**src/rtl/sha256_pkg.sv**
```systemverilog
// sha256_pkg: SHA-256 round constants, initial hash, FSM state codes and round/sigma helper functions
package sha256_pkg;
  typedef logic [7:0][31:0] hash_t;
  localparam logic [2:0] S_IDLE = 3'd0, S_LOAD = 3'd1, S_COMPUTE = 3'd2, S_ADD = 3'd3, S_FINISH = 3'd4;
  localparam hash_t IV = {32'h5be0cd19, 32'h1f83d9ab, 32'h9b05688c, 32'h510e527f,
                          32'ha54ff53a, 32'h3c6ef372, 32'hbb67ae85, 32'h6a09e667};
  localparam logic [31:0] K [0:63] = '{
    32'h428a2f98, 32'h71374491, 32'hb5c0fbcf, 32'he9b5dba5, 32'h3956c25b, 32'h59f111f1, 32'h923f82a4, 32'hab1c5ed5,
    32'hd807aa98, 32'h12835b01, 32'h243185be, 32'h550c7dc3, 32'h72be5d74, 32'h80deb1fe, 32'h9bdc06a7, 32'hc19bf174,
    32'he49b69c1, 32'hefbe4786, 32'h0fc19dc6, 32'h240ca1cc, 32'h2de92c6f, 32'h4a7484aa, 32'h5cb0a9dc, 32'h76f988da,
    32'h983e5152, 32'ha831c66d, 32'hb00327c8, 32'hbf597fc7, 32'hc6e00bf3, 32'hd5a79147, 32'h06ca6351, 32'h14292967,
    32'h27b70a85, 32'h2e1b2138, 32'h4d2c6dfc, 32'h53380d13, 32'h650a7354, 32'h766a0abb, 32'h81c2c92e, 32'h92722c85,
    32'ha2bfe8a1, 32'ha81a664b, 32'hc24b8b70, 32'hc76c51a3, 32'hd192e819, 32'hd6990624, 32'hf40e3585, 32'h106aa070,
    32'h19a4c116, 32'h1e376c08, 32'h2748774c, 32'h34b0bcb5, 32'h391c0cb3, 32'h4ed8aa4a, 32'h5b9cca4f, 32'h682e6ff3,
    32'h748f82ee, 32'h78a5636f, 32'h84c87814, 32'h8cc70208, 32'h90befffa, 32'ha4506ceb, 32'hbef9a3f7, 32'hc67178f2};
  function automatic logic [31:0] rightrotate(logic [31:0] x, int n);
    return (x >> n) | (x << (32 - n));
  endfunction
  function automatic logic [31:0] big_sigma0(logic [31:0] x);
    return rightrotate(x, 2) ^ rightrotate(x, 13) ^ rightrotate(x, 22);
  endfunction
  function automatic logic [31:0] big_sigma1(logic [31:0] x);
    return rightrotate(x, 6) ^ rightrotate(x, 11) ^ rightrotate(x, 25);
  endfunction
  function automatic logic [31:0] small_sigma0(logic [31:0] x);
    return rightrotate(x, 7) ^ rightrotate(x, 18) ^ (x >> 3);
  endfunction
  function automatic logic [31:0] small_sigma1(logic [31:0] x);
    return rightrotate(x, 17) ^ rightrotate(x, 19) ^ (x >> 10);
  endfunction
  function automatic hash_t sha_round(hash_t v, logic [31:0] k, logic [31:0] w);
    logic [31:0] t1, t2;
    t1 = v[7] + big_sigma1(v[4]) + ((v[4] & v[5]) ^ (~v[4] & v[6])) + k + w;
    t2 = big_sigma0(v[0]) + ((v[0] & v[1]) ^ (v[0] & v[2]) ^ (v[1] & v[2]));
    return {v[6], v[5], v[4], v[3] + t1, v[2], v[1], v[0], t1 + t2};
  endfunction
endpackage

```
**src/rtl/sha256_stream_core_msg_sched.sv**
```systemverilog
// sha256_msg_sched: 16-word message window (clk, load_i/load_w_i parallel load, push_i/push_word_i stream-in, shift_i expand, w0_o current word)
module sha256_msg_sched
  import sha256_pkg::*;
(
  input  logic              clk,
  input  logic              load_i,
  input  logic [15:0][31:0] load_w_i,
  input  logic              push_i,
  input  logic [31:0]       push_word_i,
  input  logic              shift_i,
  output logic [31:0]       w0_o
);
  logic [15:0][31:0] w_q, w_d;
  logic [31:0] nw;
  always_comb begin
    nw = push_i ? push_word_i : small_sigma1(w_q[14]) + w_q[9] + small_sigma0(w_q[1]) + w_q[0];
    w_d = load_i ? load_w_i : (push_i || shift_i) ? {nw, w_q[15:1]} : w_q;
  end
  always_ff @(posedge clk) w_q <= w_d;
  assign w0_o = w_q[0];
endmodule

```
**src/rtl/sha256_stream_core.sv**
```systemverilog
// sha256_stream_core: streaming multi-block SHA-256 (clk, reset_n, start/num_blocks/use_h_in/h_in, in_valid/in_word/in_ready, busy/done/digest); SHA256_STREAM_DOUBLE_HASH_EN adds dbl_hash
module sha256_stream_core
  import sha256_pkg::*;
#(
  parameter int MAX_BLOCKS = 4,
  localparam int BLK_W = $clog2(MAX_BLOCKS + 1)
) (
  input  logic             clk,
  input  logic             reset_n,
  input  logic             start,
  input  logic [BLK_W-1:0] num_blocks,
  input  logic             use_h_in,
  input  logic [7:0][31:0] h_in,
`ifdef SHA256_STREAM_DOUBLE_HASH_EN
  input  logic             dbl_hash,
`endif
  input  logic             in_valid,
  input  logic [31:0]      in_word,
  output logic             in_ready,
  output logic             busy,
  output logic             done,
  output logic [7:0][31:0] digest
);
  logic [2:0] state_q, state_d;
  logic [BLK_W-1:0] nb_q, nb_d, blk_q, blk_d;
  logic [5:0] cnt_q, cnt_d;
  hash_t h_q, h_d, v_q, v_d, digest_q, digest_d, init, h_sum;
  logic dbl_q, dbl_d, pass_q, pass_d, done_q, done_d, last_blk, sched_load;
  logic [31:0] w0;
  sha256_msg_sched u_sched (
    .clk         (clk),
    .load_i      (sched_load),
    .load_w_i    ({32'h00000100, {6{32'h0}}, 32'h80000000, h_sum}),
    .push_i      (state_q == S_LOAD && in_valid),
    .push_word_i (in_word),
    .shift_i     (state_q == S_COMPUTE),
    .w0_o        (w0)
  );
  always_comb begin
    state_d = state_q;
    nb_d = nb_q;
    blk_d = blk_q;
    cnt_d = cnt_q;
    h_d = h_q;
    v_d = v_q;
    dbl_d = dbl_q;
    pass_d = pass_q;
    digest_d = digest_q;
    done_d = 1'b0;
    sched_load = 1'b0;
    init = use_h_in ? h_in : IV;
    for (int i = 0; i < 8; i++) h_sum[i] = h_q[i] + v_q[i];
    last_blk = (blk_q + BLK_W'(1)) == nb_q;
    case (state_q)
      S_IDLE: if (start) begin
        h_d = init;
        v_d = init;
        nb_d = num_blocks > BLK_W'(MAX_BLOCKS) ? BLK_W'(MAX_BLOCKS) : num_blocks;
        blk_d = '0;
        cnt_d = '0;
        pass_d = 1'b0;
`ifdef SHA256_STREAM_DOUBLE_HASH_EN
        dbl_d = dbl_hash;
`else
        dbl_d = 1'b0;
`endif
        state_d = num_blocks == '0 ? S_FINISH : S_LOAD;
      end
      S_LOAD: if (in_valid) begin
        cnt_d = cnt_q == 6'd15 ? 6'd0 : cnt_q + 6'd1;
        state_d = cnt_q == 6'd15 ? S_COMPUTE : S_LOAD;
      end
      S_COMPUTE: begin
        v_d = sha_round(v_q, K[cnt_q], w0);
        cnt_d = cnt_q + 6'd1;
        state_d = cnt_q == 6'd63 ? S_ADD : S_COMPUTE;
      end
      S_ADD: begin
        h_d = h_sum;
        v_d = h_sum;
        blk_d = last_blk ? blk_q : blk_q + BLK_W'(1);
        state_d = !last_blk ? S_LOAD : S_FINISH;
        if (last_blk && dbl_q && !pass_q) begin
          // second pass hashes the 32-byte first digest, padded to one block
          sched_load = 1'b1;
          pass_d = 1'b1;
          h_d = IV;
          v_d = IV;
          state_d = S_COMPUTE;
        end
      end
      S_FINISH: begin
        digest_d = h_q;
        done_d = 1'b1;
        state_d = S_IDLE;
      end
      default: state_d = S_IDLE;
    endcase
  end
  always_ff @(posedge clk) begin
    if (!reset_n) begin
      state_q <= S_IDLE;
      nb_q <= '0;
      blk_q <= '0;
      cnt_q <= '0;
      h_q <= '0;
      v_q <= '0;
      dbl_q <= 1'b0;
      pass_q <= 1'b0;
      digest_q <= '0;
      done_q <= 1'b0;
    end else begin
      state_q <= state_d;
      nb_q <= nb_d;
      blk_q <= blk_d;
      cnt_q <= cnt_d;
      h_q <= h_d;
      v_q <= v_d;
      dbl_q <= dbl_d;
      pass_q <= pass_d;
      digest_q <= digest_d;
      done_q <= done_d;
    end
  end
  assign in_ready = state_q == S_LOAD;
  assign busy = state_q != S_IDLE;
  assign done = done_q;
  assign digest = digest_q;
endmodule
```
**config.mk**
```make
export PLATFORM = sky130hd
export DESIGN_NAME = sha256_stream_core
export DESIGN_NICKNAME = d
export VERILOG_FILES = /design/src/rtl/sha256_pkg.sv /design/src/rtl/sha256_stream_core_msg_sched.sv /design/src/rtl/sha256_stream_core.sv
export SDC_FILE = /design/constraint.sdc
export NUM_CORES = 2
export LEC_CHECK = 0
export CAP_MARGIN = 10
export CELL_PAD_IN_SITES_DETAIL_PLACEMENT = 1
export CELL_PAD_IN_SITES_GLOBAL_PLACEMENT = 1
export CORE_UTILIZATION = 46
export CTS_CLUSTER_SIZE = 20
export DETAILED_ROUTE_END_ITERATION = 12
export PLACE_DENSITY = 0.8
export SETUP_SLACK_MARGIN = 0.5
export SLEW_MARGIN = 5
export SYNTH_ARGS = -nofsm -noshare
export SYNTH_HDL_FRONTEND = slang
export SYNTH_SLANG_ARGS = --single-unit
export TNS_END_PERCENT = 5
```
**constraint.sdc**
```tcl
create_clock -name clk -period 18.5 [get_ports clk]
set_input_delay 4.625 -clock clk [delete_from_list [all_inputs] [get_ports clk]]
set_output_delay 4.625 -clock clk [all_outputs]
set_load 0.01 [all_outputs]
```
Word level (Yosys, flattened, before mapping)

Memory sizes are Yosys's and may differ from the RTL's.
Cells that the tools add are included.

Reduce and logical (&&, ||, !) cells: 14
Multiplexer cells: 24
Add/subtract/negate cells: 20
$lt $le $gt $ge: 2
Bitwise operators: 28
Equal/unequal tests: 10

Operator list:

| operator                             | number |
|---|---|
| 2-to-1 mux 256 bit                   | 3 |
| one-hot mux 256 bit (3 select lines) | 1 |
| adder 32 bit                         | 18 |
| one-hot mux 256 bit (2 select lines) | 1 |
| XOR 32 bit                           | 9 |
| AND 32 bit                           | 5 |
| 2-to-1 mux 32 bit                    | 3 |
| NOT 32 bit                           | 1 |
| OR 10 x 32 -> 32 bit                 | 1 |
| OR 13 x 32 -> 32 bit                 | 1 |
| OR 14 x 32 -> 32 bit                 | 1 |
| OR 15 x 32 -> 32 bit                 | 1 |
| OR 19 x 32 -> 32 bit                 | 1 |
| OR 21 x 32 -> 32 bit                 | 1 |
| OR 25 x 32 -> 32 bit                 | 1 |
| OR 26 x 32 -> 32 bit                 | 1 |
| OR 30 x 32 -> 32 bit                 | 1 |
| OR 7 x 32 -> 32 bit                  | 1 |
| XOR 32 x 22 -> 32 bit                | 1 |
| XOR 32 x 29 -> 32 bit                | 1 |
| 2-to-1 mux 3 bit                     | 7 |
| 2-to-1 mux 6 bit                     | 3 |
| one-hot mux 6 bit (3 select lines)   | 1 |
| one-hot mux 3 bit (4 select lines)   | 1 |
| 22 further kinds                     | 33 |

Flip-flop bits (word level): 1296
Memories kept: 1
Memory bits (read-only): 2048
Output and inout port bits: 259
Word-level logic and storage cells: 144
Input bits: 296

Memories:

| name             | words | width | rd ports | clocked after memory_dff | write ports | RTL line                 | RTL |
|---|---|---|---|---|---|---|---|
| (name not given) | 64    | 32    | 1        | 0                        | 0           | sha256_stream_core.sv:74 | `v_d = sha_round(v_q, K[cnt_q], w0);` |

Depth between registers and ports, before layout

Word-level depth: 9
Depth in mapped cells: 42
Mapped depth without buffers: 40

Hierarchy

Synthesis repeated with hierarchy kept, for this count alone.

Cell total of the unflattened synthesis: 9726
Area total of the unflattened synthesis: 85957.4 µm²

By module, submodules not included:

| module             | cells an instance | area an instance (µm²) | sequential area each (µm²) | instances |
|---|---|---|---|---|
| sha256_stream_core | 7970              | 59625.9                | 15695.1                    | 1 |
| sha256_msg_sched   | 1756              | 26331.5                | 15374.7                    | 1 |

Worst setup path after synthesis

No wires, ideal clock.

Path type: input-to-reg
Start point: in in_valid
End point: reg u_sched.w_q, in the netlist u_sched.w0_o[0] (enable)
Data arrival time: 13.363 ns
Path slack: 1.505 ns
Setup time: 3.633 ns
Data required time: 14.867 ns
Path buffers: 1
Stages on the path: 3
Cells stage by stage: nand2_1 clkbuf_1 nand2_1

Word-level cells in the longest chain between the ends: 2

Ends and longest elaborated chain:

| element                | RTL line                           | RTL |
|---|---|---|
| start: declaration     | sha256_stream_core.sv:17           | `input logic in_valid,` |
| logical AND 1 bit      | sha256_stream_core.sv:34           | `.push_i (state_q == S_LOAD && in_valid),` |
| logical OR 1 bit       | sha256_stream_core_msg_sched.sv:17 | `w_d = load_i ? load_w_i : (push_i \|\| shift_i) ? {nw, w_q[15:1]} : w_q;` |
| end signal: assignment | sha256_stream_core_msg_sched.sv:19 | `always_ff @(posedge clk) w_q <= w_d;` |
| end: declaration       | sha256_stream_core_msg_sched.sv:13 | `logic [15:0][31:0] w_q, w_d;` |

No other way between the ends.
A chain may end at the register's enable or synchronous reset.

Worst setup path after layout

Start point: reg cnt_q[1]
End point: reg v_q[30] in the netlist's numbering

Word-level cells in the longest chain between the ends: 8

Ends and longest elaborated chain:

| element                                               | RTL line                  | RTL |
|---|---|---|
| start: declaration                                    | sha256_stream_core.sv:26  | `logic [5:0] cnt_q, cnt_d;` |
| start signal: assignment                              | sha256_stream_core.sv:116 | `cnt_q <= cnt_d;` |
| NOT 6 -> 7 bit (not written as such)                  | sha256_stream_core.sv:74  |  |
| memory read (64 x 32 bit)                             | --                        |  |
| 2-to-1 mux 32 bit (not written as such) (2 in series) | sha256_stream_core.sv:74  |  |
| adder 32 bit (2 in series)                            | sha256_pkg.sv:33          | `t1 = v[7] + big_sigma1(v[4]) + ((v[4] & v[5]) ^ (~v[4] & v[6])) + k + w;` |
| adder 32 bit                                          | sha256_pkg.sv:35          | `return {v[6], v[5], v[4], v[3] + t1, v[2], v[1], v[0], t1 + t2};` |
| one-hot mux 256 bit (3 select lines)                  | sha256_stream_core.sv:54  | `case (state_q)` |
| end signal: assignment                                | sha256_stream_core.sv:118 | `v_q <= v_d;` |
| end: declaration                                      | sha256_stream_core.sv:27  | `hash_t h_q, h_d, v_q, v_d, digest_q, digest_d, init, h_sum;` |

No other way between the ends. The select of a mux whose other input is x is not followed.

==> flow_metrics.tcl <==
set metrics [dict create \
    grt_use_total_pct 40.5 \
    clock_power_share_pct 20.8 \
    grt_pass1_wl_mm 505 \
    cts_hold_buf 0 \
    cts_resized 0 \
    wl_met2_mm 157 \
    syn-num-nets 9548 \
    fp-row-count 150 \
    p_leak_uw 0.0343 \
    synth_top_area_cell "dfxtp_1" \
    via_per_inst 6.46 \
    setup_viol 0 \
    io_buffers 554 \
    die_x_um 412 \
    synth_area_per_cell_um2 8.92 \
    fin_skew_ns 0.0604 \
    period_needed_ns 10.42 \
    postCtsSetupBuffers 0 \
    grt_max_degree 199 \
    finalWirelength_mm 354 \
    path_clk_slew_ns 0.06 \
    grt_pass1_vias 71800 \
    synth_flop_cell "dfxtp_1" \
    dr.pass1.iters 6 \
    ys_seq_elements 1296 \
    drt-wirelength-per-cell_um 31.5 \
    setup_ws_ns 8.08 \
    drc_errors 0 \
    r2r_cells 37 \
    dp_hpwl_mm 259 \
    holdPathEnd "u_sched.w_q[401]" \
    tightest_slew_ns 1.41 \
    cp-start-kind "register" \
    powerDensity_nw_per_um2 166 \
    antenna_found_initial 26 \
    peakVddDrop_v 0.000187 \
    regToRegSetupSlack_ns 8.08 \
    synth_xor_area_share_pct 6.60 \
    pwr-share-comb_pct 56.2 \
    gp_congestion 0.987 \
    start_util_pct 46.3 \
    syn_to_final_growth_pct 16.1 \
    ys_seq_area_share_pct 40.2 \
    synth.distinct_cells 90 \
    setup-tns-final_ns 0 \
    synth.area.top_cells "dfxtp_1 (20%), edfxtp_1 (20%), a21oi_1 (6.5%)" \
    fin_crit_sh_pct 56.3 \
    coreArea_um2 167000 \
    synth_top_family_by_area "compound AO/OA/AOI/OAI gates" \
    cts.path.max_buffers 3 \
    max-slew-margin-rel_pct 5.13 \
    die_y_um 412 \
    ios 555 \
    netlist_area_um2 77300 \
    critical-path-top-delay-family "compound AO/OA/AOI/OAI gates" \
    dp_slack_ns 8.21 \
    outcome "complete, no violations" \
    htreeDepth 4 \
    cts.sinks 1296 \
    synth_fa_ha_area_share_pct 11.4 \
    rsz0062_at_grt "no" \
    cts_tree "built" \
    cts_made_buffers 147 \
    drtAntennaViolNets 0 \
    synth_mux_area_share_pct 1.71 \
    final_nets 9785 \
    min_path_cells 0 \
    n_fill_cell 19000 \
    drv_slew 0 \
    netSwitchingPower_uw 6980 \
    min-delay-start "u_sched.w_q[433]" \
    worst_path_largest_cell_delay_ns 0.60 \
    synth_compound_area_share_pct 21.8 \
    drtIter0Drc 7882 \
    dr.max_layer_used "met5" \
    fin_hold_ws_ns 0.399 \
    synth_edf_count 512 \
    synthCells 8666 \
    root_buffer "clkbuf_16" \
    num_vias 72600 \
    synth-simple-area-share_pct 13.9 \
    switching_share_pct 46.9 \
    finalHoldViolCount 0 \
    path_buf_inv 6 \
    wl_met3_mm 32.7 \
    min_path_type "reg -> reg" \
    async_reset_ff_share_pct 0 \
    r2r_end "v_q[30]" \
    internal-power_uw 7920 \
    fmax_mhz 95.9 \
    power_frac_seq_pct 22.9 \
    drv_cap 0 \
    end_kind "register" \
    met1Wirelength_mm 146 \
    insertion_delay_ns 0.86 \
    criticalPathCategory "reg -> reg" \
    yosys_warnings 0 \
    cp_data_required_time_ns 19.25 \
    arrival_ns 11.18 \
    r2r-start "cnt_q[1]" \
    yosysTopAreaCellShare_pct 20.3 \
    path_max_fanout 25 \
    synth_commonest_cells "nand2_1 (1123), a21oi_1 (1000), dfxtp_1 (784), nor2_1 (654), clkbuf_1 (532)" \
    synthMostInstantiatedCell "nand2_1" \
    crit_slowest_cell "ha_1" \
    finalPower_uw 14900 \
    fp.dieArea_um2 170000 \
    drive_gt1_share_pct 5.00 \
    overflow 0 \
]
[layout make-up]
type / count / area [um2] / area share, %
Inverter: 295 / 1120 / 1.25
Timing Repair Buffer: 679 / 6580 / 7.33
Multi-Input combinational cell: 6484 / 43000 / 47.9
Sequential cell: 1296 / 31100 / 34.6
Clock inverter: 80 / 1110 / 1.24
Tap cell: 2204 / 2760 / 3.07
Clock buffer: 191 / 4040 / 4.51
Antenna cell: 9 / 22.5 / 0.0251
[sequential cells by signal, indices dropped and copies added, names as in the netlist]
| signal | flops |
|---|---|
| cnt_q | 6 |
| h_q | 256 |
| state_q | 3 |
| u_sched.w_q | 480 |
| v_q | 256 |
| u_sched.w0_o | 32 |
| done | 1 |
| blk_q | 3 |
| nb_q | 3 |
| digest | 256 |
[kinds of logic after synthesis]
logic type      after synthesis
compound gates             2709
simple gates               2482
flops                      1296
buf+inv                     886
fa+ha+maj                   588
xor+xnor                    582
mux                         123
[cells in the final DEF (no fill, tap or decap), types with 25 or more instances in the layout]
| cell type | synthesis | layout |
|---|---|---|
| o21a_1 | 61 | 61 |
| a31oi_1 | 150 | 150 |
| o21ai_0 | 529 | 529 |
| inv_1 | 289 | 287 |
| o221ai_1 | 29 | 29 |
| buf_4 | 0 | 118 |
| nor3_1 | 145 | 145 |
| clkbuf_16 | 0 | 147 |
| ha_1 | 391 | 391 |
| clkdlybuf4s50_1 | 0 | 552 |
| nand4_1 | 25 | 25 |
| a211oi_1 | 152 | 152 |
| dfxtp_1 | 784 | 779 |
| a21oi_1 | 1000 | 999 |
| edfxtp_1 | 512 | 512 |
| o22ai_1 | 27 | 27 |
| o21bai_1 | 45 | 45 |
| fa_1 | 195 | 195 |
| mux2i_1 | 104 | 104 |
| or3_1 | 70 | 70 |
| nand2_1 | 1123 | 1118 |
| a311oi_1 | 76 | 76 |
| o211ai_1 | 123 | 123 |
| nand3_1 | 168 | 168 |
| nand2b_1 | 90 | 89 |
| and3_1 | 64 | 64 |
| nor2b_1 | 63 | 62 |
| o31ai_1 | 35 | 35 |
| nor2_1 | 654 | 647 |
| xor2_1 | 179 | 179 |
| xnor2_1 | 403 | 403 |
| a21o_1 | 200 | 199 |
[routing by layer]
metal	global-route usage, %	vias up
li1	-	31500
met1	53.7	36600
met2	62.3	3592
met3	9.41	838
met4	19.1	20
met5	0	-
[per-stage QoR]
stage | utilization, % | std cells | cell area, um2
2_1_floorplan | - | 8666 | 77300
3_3_place_gp | 50.6 | 11000 | 84500
3_5_place_dp | 50.6 | 11000 | 84500
4_1_cts | 53.7 | 11200 | 89700
5_1_grt | 53.7 | 11200 | 89700
6_report | 53.7 | 11200 | 89700
[power groups by stage]
stage	combinational [uW]	clock (uW)	sequential, uW
finish	8380	3110	3410
detailed placement	8120	0	3460
floorplan	5470	0	3370
global route	8950	3230	3420
CTS	8200	3130	3400
global placement	7880	0	3450
[worst reg2reg max path, delay by kind of cell, from the launching register on]
family | cells | cell delay, ns
compound gates | 15 | 3.78
xor+xnor | 1 | 0.18
fa+ha+maj | 8 | 3.70
flops | 1 | 0.31
simple gates | 7 | 1.12
buf+inv | 6 | 1.24
[worst max-delay path by stage]
stage	startpoint	to	cells after the start
after floorplan	in_valid	u_sched.w0_o[0]	3
after global placement	cnt_q[1]	v_q[30]	36
after detailed placement	cnt_q[1]	v_q[30]	37
after CTS	cnt_q[1]	v_q[30]	37
after global routing	cnt_q[1]	v_q[30]	38
final	cnt_q[1]	v_q[30]	37
Note: power is estimated with default switching activity, not from simulation.
